**config.mk**
```make
export PLATFORM = sky130hd
export DESIGN_NAME = rf_wb_arbiter
export DESIGN_NICKNAME = d
export VERILOG_FILES = /design/src/rtl/my_pkg.sv /design/src/rtl/rf_scoreboard.sv /design/src/rtl/rf_wb_arbiter.sv
export SDC_FILE = /design/constraint.sdc
export NUM_CORES = 1
export LEC_CHECK = 0
export CAP_MARGIN = 5
export CORE_MARGIN = 4
export CORE_UTILIZATION = 50
export CTS_CLUSTER_SIZE = 10
export DETAILED_ROUTE_END_ITERATION = 6
export PLACE_DENSITY = 0.89
export SYNTH_ARGS = -nofsm -noshare
export SYNTH_HDL_FRONTEND = slang
export SYNTH_HIERARCHICAL = 1
export SYNTH_SLANG_ARGS = --single-unit
```
**constraint.sdc**
```tcl
create_clock -name clk -period 4.8 [get_ports clk]
set_input_delay 0.96 -clock clk [delete_from_list [all_inputs] [get_ports clk]]
set_output_delay 0.96 -clock clk [all_outputs]
set_load 0.03 [all_outputs]
```
**src/rtl/my_pkg.sv**
```systemverilog
// rtl/my_pkg.sv - shared register-file widths and writeback arbiter state type
package my_pkg;

    localparam int DATA_WIDTH = 32;
    localparam int REG_ADDR_W = 5;

    typedef enum logic {
        ARB_NORMAL,
        ARB_STARVE
    } arb_state_t;

endpackage

```
**src/rtl/rf_scoreboard.sv**
```systemverilog
// rtl/rf_scoreboard.sv - busy vector for registers awaiting long-latency results
module rf_scoreboard
    import my_pkg::*;
(
    input  logic                  clk,
    input  logic                  rst_n,
    input  logic                  set_en,
    input  logic [REG_ADDR_W-1:0] set_rd,
    input  logic                  clr_en,
    input  logic [REG_ADDR_W-1:0] clr_rd,
    input  logic [REG_ADDR_W-1:0] q_rs1,
    input  logic [REG_ADDR_W-1:0] q_rs2,
    output logic                  busy1,
    output logic                  busy2,
    output logic [31:0]           busy_o
);

    logic [31:0] busy_q, busy_d;

    // Set is applied after clear so a re-issue to the retiring register keeps it busy.
    always_comb begin
        busy_d = busy_q;
        if (clr_en) busy_d[clr_rd] = 1'b0;
        if (set_en) busy_d[set_rd] = 1'b1;
        busy_d[0] = 1'b0;
    end

    always_ff @(posedge clk or negedge rst_n) begin
        if (!rst_n) busy_q <= '0;
        else        busy_q <= busy_d;
    end

    assign busy1  = busy_q[q_rs1];
    assign busy2  = busy_q[q_rs2];
    assign busy_o = busy_q;

endmodule

```
**src/rtl/rf_wb_arbiter.sv**
```systemverilog
// rtl/rf_wb_arbiter.sv - merges pipeline and long-latency writebacks onto one register-file write port
module rf_wb_arbiter
    import my_pkg::*;
#(
    parameter int DATA_WIDTH = my_pkg::DATA_WIDTH,
    parameter int STARVE_MAX = 4
) (
    input  logic                  clk,
    input  logic                  rst_n,
    input  logic                  pipe_valid,
    input  logic [REG_ADDR_W-1:0] pipe_rd,
    input  logic [DATA_WIDTH-1:0] pipe_data,
    output logic                  stall_pipe,
    input  logic                  lu_valid,
    output logic                  lu_ready,
    input  logic [REG_ADDR_W-1:0] lu_rd,
    input  logic [DATA_WIDTH-1:0] lu_data,
    input  logic                  iss_valid,
    input  logic [REG_ADDR_W-1:0] iss_rd,
    input  logic [REG_ADDR_W-1:0] q_rs1,
    input  logic [REG_ADDR_W-1:0] q_rs2,
    output logic                  busy1,
    output logic                  busy2,
    output logic                  wr_en,
    output logic [REG_ADDR_W-1:0] addr_wr,
    output logic [DATA_WIDTH-1:0] data_wr,
    output logic                  err_waw
);

    localparam logic [3:0] STARVE_LIM = 4'(STARVE_MAX);

    arb_state_t            state_q, state_d;
    logic [3:0]            cnt_q, cnt_d;
    logic                  pipe_need, starve, lu_acc, pipe_commit, lu_commit;
    logic [31:0]           busy_vec;
    logic                  wr_en_q, err_q;
    logic [REG_ADDR_W-1:0] addr_q;
    logic [DATA_WIDTH-1:0] data_q;

    assign pipe_need   = pipe_valid && (pipe_rd != '0);
    assign starve      = (state_q == ARB_STARVE);
    assign lu_ready    = starve || !pipe_need;
    assign stall_pipe  = starve && pipe_need;
    assign lu_acc      = lu_valid && lu_ready;
    assign pipe_commit = pipe_need && !stall_pipe;
    assign lu_commit   = !pipe_commit && lu_acc && (lu_rd != '0);

    // STARVE is entered as the wait count reaches the limit, so the forced slot
    // lands on the cycle right after STARVE_MAX refused cycles.
    always_comb begin
        cnt_d   = cnt_q;
        state_d = ARB_NORMAL;
        if (lu_acc)
            cnt_d = '0;
        else if (lu_valid && cnt_q != STARVE_LIM)
            cnt_d = cnt_q + 4'd1;
        if (state_q == ARB_NORMAL && lu_valid && !lu_acc && cnt_d == STARVE_LIM)
            state_d = ARB_STARVE;
    end

    always_ff @(posedge clk or negedge rst_n) begin
        if (!rst_n) begin
            state_q <= ARB_NORMAL;
            cnt_q   <= '0;
        end else begin
            state_q <= state_d;
            cnt_q   <= cnt_d;
        end
    end

    always_ff @(posedge clk or negedge rst_n) begin
        if (!rst_n) begin
            wr_en_q <= 1'b0;
            addr_q  <= '0;
            data_q  <= '0;
            err_q   <= 1'b0;
        end else begin
            wr_en_q <= pipe_commit || lu_commit;
            if (pipe_commit) begin
                addr_q <= pipe_rd;
                data_q <= pipe_data;
            end else if (lu_commit) begin
                addr_q <= lu_rd;
                data_q <= lu_data;
            end
            if (pipe_commit && busy_vec[pipe_rd]) err_q <= 1'b1;
        end
    end

    rf_scoreboard u_scoreboard (
        .clk    (clk),
        .rst_n  (rst_n),
        .set_en (iss_valid),
        .set_rd (iss_rd),
        .clr_en (lu_acc),
        .clr_rd (lu_rd),
        .q_rs1  (q_rs1),
        .q_rs2  (q_rs2),
        .busy1  (busy1),
        .busy2  (busy2),
        .busy_o (busy_vec)
    );

    assign wr_en   = wr_en_q;
    assign addr_wr = addr_q;
    assign data_wr = data_q;
    assign err_waw = err_q;

endmodule

```
; After elaboration in Yosys (flattened, before gate mapping)
; Cells that the tools add are included.
; W data, S select, Z words.
[totals]
regBits = 75
latchBits = 0
ram_bits = 0
rom_bits = 0
input_bits = 94
mem_count = 0
[op_classes]
add_sub_neg = 1
n_mul = 0
div_mod_pow = 0
magnitude_cmp = 7
eq_ne = 2
n_shift = 0
n_mux = 19
n_bitwise = 4
reduce_logical = 22
[ops]
columns = cell, count
row1 = $mux W32, 4
row2 = $and A32 B32 Y32, 1
row3 = $not A32 Y32, 1
row4 = $or A32 B32 Y32, 1
row5 = $lt A5 B6 Y1 const B, 5
row6 = $bmux W1 S5, 3
row7 = $logic_and A1 B1 Y1, 13
row8 = $demux W1 S5, 2
row9 = $ge A5 B1 Y1 const B, 2
row10 = $mux W5, 2
row11 = $reduce_bool A5 Y1, 2
row12 = $mux W4, 2
row13 = $mux W1, 6
row14 = $add A4 B1 Y4 const B, 1
row15 = $eq A4 B3 Y1 const B, 1
row16 = $logic_not A1 Y1, 4
row17 = $ne A4 B3 Y1 const B, 1
row18 = $logic_or A1 B1 Y1, 2
row19 = $reduce_bool A2 Y1, 1
row20 = $not A1 Y1, 1

; Logic depth before layout (Yosys ltp)
; Gate-level depths: netlist of run 1.
[depth]
depth_word = 10
ltp_mapped = 8
ltp_nobuf = 6

; Modules after synthesis
; Netlist of run 1, hierarchy kept.
[by_module_without_submodules]
columns = mod, instances, cells_per_inst, area_per_inst_um2
row1 = rf_wb_arbiter, 1, 232, 2393.5
row2 = rf_scoreboard, 1, 195, 1855.5

; Least setup slack after synthesis of run 1
; Ideal clock, no wire load.
[synth_path]
path_kind = input -> output
from = in q_rs1[0]
to = out busy1
t_arrival_ns = 2.170
required_ns = 3.840
path_slack_ns = 1.670
cell_stages = 5
path_buffers = 1
path_cell_list = buf_2 > mux4_2 > nand2b_1 > o211ai_1 > nand4_1
[synth_via]
elab_chain_cells = 2
[synth_rtl]
columns = element, line_no
row1 = "start, declared", rf_wb_arbiter.sv:20  ; input logic [REG_ADDR_W-1:0] q_rs1,
row2 = $bmux W1 S5, rf_scoreboard.sv:33  ; assign busy1 = busy_q[q_rs1];
row3 = $mux W1 (implied by the code), rf_scoreboard.sv:33
row4 = "end, declared", rf_wb_arbiter.sv:22  ; output logic busy1,
; Every way passes these cells. The select of a mux whose other input is x is not followed.

; Worst setup path after layout of run 1
[layout_path]
from = in q_rs1[2]
to = out busy1
; Same word-level chain as after synthesis.

==> results.yml, run 1 <==
logic_synthesis:
  synthCells: 427
  yosys.area_share.xor_xnor_pct: 0.6184
  synth_edf_count: 0
  synth_commonest_cells: "dfrtp_1 (75), o21ai_0 (64), mux2i_1 (52), nor2_1 (51), a21oi_1 (45)"
  yosysMostFrequentCell: "dfrtp_1"
  synth_top_area_share_pct: 44.17
  synth_compound_area_share_pct: 17.14
  synth_nets: 523
  synth_area_leaders: "dfrtp_1 (44%), mux2i_1 (12%), o21ai_0 (7.5%)"
  synth.area.mux_share_pct: 19.67
  yosysUniqueCellTypes: 43
  ys_seq_area_share_pct: 44.17
  synth_top_family_by_area: "multiplexers"
  yosys_warnings: 6
  avgSynthCellArea_sq_um: 9.951
  synth_ff_type: "dfrtp_1"
  synthArstFlopShare_pct: 100.0
  synth-seq-cells: 75
  synth_fa_ha_area_share_pct: 0.5889
  synthSimpleGateAreaFrac_pct: 13.66
  synth_top_area_cell: "dfrtp_1"
  synth_area_sq_um: 4249
global_route:
  grt_pass1_wl_um: 20560
  grt_pass1_vias: 4142
  grt_remaining_overflow: 0
  antenna_found_initial: 0
  grt_start_max_net_pins: 76
  grtUsageTotal_pct: 25.95
cells_and_area:
  antennaDiodeCount: 0
  area_growth_pct: 37.93
  layout.nets: 651
  layout-drive-gt1-share_pct: 8.036
  stdcell_count: 665
power_and_ir_drop:
  p_leak_uw: 0.002411
  pwr_density_cell_nw_per_um2: 359.4
  vdd_ir_drop_max_v: 0.0001778
  total_power_uw: 2106
hold_path:
  hold_path_class: "reg -> reg"
  min_path_cells: 2
  hp-start: "addr_wr[1]$_DFFE_PN0P_"
  hold_end: "addr_wr[1]$_DFFE_PN0P_"
timing:
  rsz0062_at_grt: "false"
  setup_slack_ns: 0.6624
  slew_headroom_pct: 36.37
  holdWs_ns: 0.5638
  fin_skew_ns: 0.01337
  worstMarginPinSlew_ns: 0.9544
  final-setup-viol-count: 0
  fin_crit_sh_pct: 86.20
  fmax_ghz: 0.2417
  slew_viol_final: 0
  finalSetupTns_ns: 0
  finalWorstPathRequiredPeriod_ns: 4.138
  hold_viol: 0
routing:
  wl_per_cell_um: 19.85
  vias_per_cell: 6.099
  vias: 4056
  ant_nets: 0
  drt_iter0_markers: 413
  drc: 0
  wl_met3_um: 971
  wl_met2_um: 6724
  wirelength_met1_um: 5061
  drt_wl_total_um: 13200
  dr.pass1.iters: 5
  top_layer: "met4"
clock_network:
  cts_sinks: 75
  htreeDepth: 3
  holdBufCountCts: 0
  tritoncts: "built"
  post_cts_buffers: 0
  cts_made_buffers: 9
  clock_path_buffers: 2
  clockRootBuffer: "clkbuf_8"
  clk_latency_ns: 0.35
  clkSlewWorstSetupHoldPaths_ns: 0.07
  cts-resized-gates: 0
setup_path:
  critical_path_class: "in -> out"
  timing.rr.end: "u_scoreboard/busy_o[16]$_DFF_PN0_"
  r2r_setup_slack_ns: 2.88
  rr_worst_depth: 6
  path_max_fanout: 12
  cp.required_ns: 3.84
  cp.arrival_ns: 3.18
  endpoint_kind: "output pin"
  r2r_start: "starve$_DFF_PN0_"
  critPathLaunchType: "primary input"
die:
  die_w_um: 100.2
  rows: 33
  core_sq_um: 8258
  die_y_um: 100.2
  initial_utilization_pct: 51.45
  num_io_pins: 137
  die-area_sq_um: 10040
place:
  place_ws_ns: 0.6805
  dp_hpwl_um: 9749
  place_congestion: 0.9685
  portBuffers: 136
  placedCellCount: 649
status:
  status: "finished, final reports clean"
run:
  max_cap_viol_count: 0
per-layer routing:
metal  GRT usage (%)  vias up
met5               0        -
met1           32.65     1937
met2           43.58      245
li1                -     1826
met4           11.40        0
met3           4.934       48
power breakdown:
group | total (uW) | switching (uW) | internal [uW]
Clock | 546 | 250 | 296
Combinational | 675 | 346 | 329
Sequential | 885 | 134 | 751
Total | 2110 | 730 | 1380
placed cells by master (no fill, tap or decap), drive strengths merged, types with 2 or more instances in the layout:
cell type      Yosys  layout
clkbuf             6       9
nand3b            11      11
inv                7       8
o2111ai            2       2
ha                 2       2
o22ai              2       2
nand3             15      15
bufinv             0       2
clkdlybuf4s50      0     134
o221ai             2       2
mux4              12      12
nand4              2       2
xor2               2       2
buf               17       6
or3                4       4
mux2               4       4
nor2              51      51
nor3               2       2
o211ai             3       3
o21ai             65      65
nand2             11      11
dfrtp             75      75
a22oi              8       8
or3b               4       4
a21oi             45      45
a211oi             2       2
mux2i             52      52
nand2b             5       5
clkinv             0       4
nor2b              5       5
worst max-delay path by stage:
stage,endpoint,cells after the start,slack [ns],startpoint
floorplan,busy1,5,1.67,q_rs1[0]
global placement,busy1,6,0.74,q_rs1[0]
detailed placement,busy2,6,0.68,q_rs2[0]
CTS,busy2,6,0.68,q_rs2[0]
global route,busy1,6,0.57,q_rs1[2]
finish,busy1,6,0.66,q_rs1[2]
kinds of logic after synthesis:
group / Yosys count
multiplexers: 68
flip-flops: 75
buffers and inverters: 30
other: 1
AND/OR/NAND/NOR: 116
XOR/XNOR: 3
adder cells (fa/ha/maj): 2
AO/OA/AOI/OAI: 132
worst max-delay path, stage by stage:
cell,delay (ns)
clkdlybuf4s50_1,0.85
mux2i_1,0.18
a22oi_1,0.29
nand3_1,0.11
nand4_1,0.10
clkdlybuf4s50_1,0.67
cell type report:
cell class,count,area (sq um)
multi-input cells,322,2216
flip-flops and latches,75,1877
clock inverters,7,100.1
well taps,105,131.4
clock buffers,9,123.9
repair buffers,140,1386
inverters,7,26.28
fillers,594,2397
sequential cells by signal, summed over array words and instances, names as in the netlist:
register / flops
addr_wr: 5
cnt_q: 4
data_wr: 32
err_waw: 1
starve: 1
u_scoreboard/busy_o: 31
wr_en: 1
metrics by stage:
| stage | util (%) | instance area, sq um |
|---|---|---|
| after global placement | 68.26 | 5637 |
| after CTS | 70.97 | 5861 |
| after detailed placement | 68.26 | 5637 |
| after floorplan | - | 4249 |
| final | 70.97 | 5861 |
| after global routing | 70.97 | 5861 |
Note: power is estimated with default switching activity, not from simulation.
==> inputs of run 2 (changes only) <==
- PLACE_DENSITY: 0.89 -> 0.88
- SYNTH_HIERARCHICAL: 1 -> not set
==> run 2 against run 1 <==
Global-route usage is 1.1 points higher. Maximum frequency is 10% lower. Via count is 3.5% lower. Count of clock-buffer cells in the layout is 2 higher. Wire length is 1.8% higher.
==> results.yml, run 2 <==
status:
  status: "finished, final reports clean"
place:
  dp_hpwl_um: 9832
  portBuffers: 136
  place_congestion: 1.050
  placedCellCount: 609
logic_synthesis:
  synth_nets: 490
  synthCells: 394
  synth_commonest_cells: "dfrtp_1 (75), a21oi_1 (44), nor2_1 (44), mux2i_1 (40), nand4_1 (32)"
  synth_top_area_cell: "dfrtp_1"
  synthArstFlopShare_pct: 100.0
  synth_area_sq_um: 4294
  yosysUniqueCellTypes: 37
  yosys_warnings: 0
  synth-seq-cells: 75
  synth_edf_count: 0
  synth_ff_type: "dfrtp_1"
  yosysMostFrequentCell: "dfrtp_1"
  ys_seq_area_share_pct: 43.71
  synth_top_area_share_pct: 43.71
  synth_area_leaders: "dfrtp_1 (44%), mux4_2 (12%), mux2i_1 (9.3%)"
  avgSynthCellArea_sq_um: 10.90
setup_path:
  critPathLaunchType: "primary input"
  cp.arrival_ns: 3.65
  path_max_fanout: 9
  critical_path_class: "in -> out"
  endpoint_kind: "output pin"
  cp.required_ns: 3.84
power_and_ir_drop:
  intPower_uw: 1363
  p_seq_share_pct: 42.7
  switching_share_pct: 34.62
  clockPowerShare_pct: 23.5
  vdd_ir_drop_max_v: 0.0002039
  p_leak_uw: 0.002383
  pwr_density_cell_nw_per_um2: 354.4
  p_comb_share_pct: 33.8
  power.switching_uw: 721.6
cells_and_area:
  final_util_pct: 70.87
  stdcell_count: 625
  layout.nets: 611
  nFillCells: 600
  antennaDiodeCount: 0
  final_common_cell: "clkdlybuf4s50_1"
  area_growth_pct: 36.98
  final_cell_mix: "clkdlybuf4s50_1 (134), dfrtp_1 (75), nor2_1 (44), a21oi_1 (44), mux2i_1 (40)"
  layout-drive-gt1-share_pct: 10.38
  largest_register_ffs: 32
timing:
  final-setup-viol-count: 0
  finalSetupTns_ns: 0
  rsz0062_at_grt: "false"
  fin_skew_ns: 0.01054
  fin_crit_sh_pct: 96.04
  slew_headroom_pct: 36.89
  fmax_ghz: 0.2169
  hold_viol: 0
  worstMarginPinSlew_ns: 0.9467
  finalWorstPathRequiredPeriod_ns: 4.610
  slew_viol_final: 0
clock_network:
  clkSlewWorstSetupHoldPaths_ns: 0.09
  clockRootBuffer: "clkbuf_8"
  holdBufCountCts: 0
  post_cts_buffers: 0
  clk_latency_ns: 0.36
  cts_made_buffers: 9
  cts_sinks: 75
  htreeDepth: 3
  tritoncts: "built"
  cts-resized-gates: 0
  clock_path_buffers: 2
routing:
  wl_met2_um: 6965
  wirelength_met1_um: 4938
  ant_nets: 0
  drc: 0
  top_layer: "met4"
  drt_wl_total_um: 13440
  wl_met3_um: 1039
  vias: 3914
  vias_per_cell: 6.262
  wl_per_cell_um: 21.50
  drt_iter0_markers: 329
  dr.pass1.iters: 6
die:
  num_io_pins: 137
  die_w_um: 100.7
  initial_utilization_pct: 51.74
  core_sq_um: 8299
  die-area_sq_um: 10130
  rows: 33
  die_y_um: 100.7
run:
  max_cap_viol_count: 0
hold_path:
  hold_path_class: "reg -> reg"
global_route:
  antenna_found_initial: 0
  grt_pass1_wl_um: 20990
  grt_start_max_net_pins: 76
  grtUsageTotal_pct: 27.05
  grt_remaining_overflow: 0
  grt_pass1_vias: 4048
## run 2: changes by cell type after synthesis, moves of 6 or more
cell / change
a22o_1: +16
mux4_2: +11
nand3b_1: -6
nand4_1: +30
o21ai_0: -62
mux2i_1: -12
nor2_1: -7
nand3_1: -12
nor3b_1: +7
clkbuf_1: +13
o2bb2ai_1: +17
## run 2: logic make-up (layout without fill, tap and decap cells)
group           Yosys count  count (layout)  synth area share [%]
simple gates            119             119                 14.60
compound gates           93              93                 14.54
xor+xnor                  2               2                0.4080
mux                      67              67                 22.44
fa+ha+maj                 2               2                0.5827
buf+inv                  36             162                 3.730
flops                    75              75                 43.71
## run 2: worst max-delay path, stage by stage
cell and delay [ns]:
clkdlybuf4s50_1 0.79, mux4_2 0.57, mux4_2 0.47, mux2_2 0.27, clkdlybuf4s50_1 0.59
## run 2: power groups by stage
stage                     Sequential (uW)  Clock, uW  Combinational, uW
after floorplan                       919          0                359
after global placement                886          0                681
after detailed placement              895          0                704
after CTS                             884        493                707
after global routing                  903        519                757
final                                 890        489                705
## run 2: final timing paths
| path | from | slack, ns | endpoint | depth (start not counted) |
|---|---|---|---|---|
| setup / recovery | q_rs2[0] | 0.19 | busy2 | 5 |
| hold / removal | err_waw$_DFFE_PN0P_ | 0.49 | err_waw$_DFFE_PN0P_ | 1 |
| setup reg to reg | starve$_DFF_PN0_ | 2.94 | starve$_DFF_PN0_ | 4 |
| hold reg to reg | err_waw$_DFFE_PN0P_ | 0.49 | err_waw$_DFFE_PN0P_ | 1 |
| max in group asynchronous | rst_n | 3.44 | u_scoreboard.busy_o[19]$_DFF_PN0_ | 1 |
| min in group asynchronous | rst_n | 0.74 | u_scoreboard.busy_o[27]$_DFF_PN0_ | 1 |
## run 2: cell type report
class	instances	area [sq um]	area share (%)
inverter	3	11.26	0.1914
clock buffer	11	131.4	2.234
timing repair buffer	143	1409	23.95
multi-input combinational	283	2258	38.40
tap	105	131.4	2.234
clock inverter	5	63.81	1.085
sequential	75	1877	31.91
## run 2: stage by stage
step,area [sq um],hold slack (ns),total power (uW),setup slack (ns)
after global routing,5882,0.5146,2178,0.06164
after global placement,5687,0.4595,1567,0.2313
after detailed placement,5687,0.4811,1599,0.1810
after floorplan,4294,0.4832,1279,1.334
after CTS,5882,0.4969,2083,0.1768
final,5882,0.4941,2084,0.1899
## run 2: per-layer routing
layer	track usage [%]	up-vias
li1	-	1747
met1	34.51	1873
met2	44.25	245
met3	5.052	49
met4	13.16	0
met5	0	-
==> inputs of run 3 (changes only) <==
- HOLD_SLACK_MARGIN: not set -> 0.08
==> results of run 3 <==
The final DEF is identical to that of run 2; final timing and power are the same.
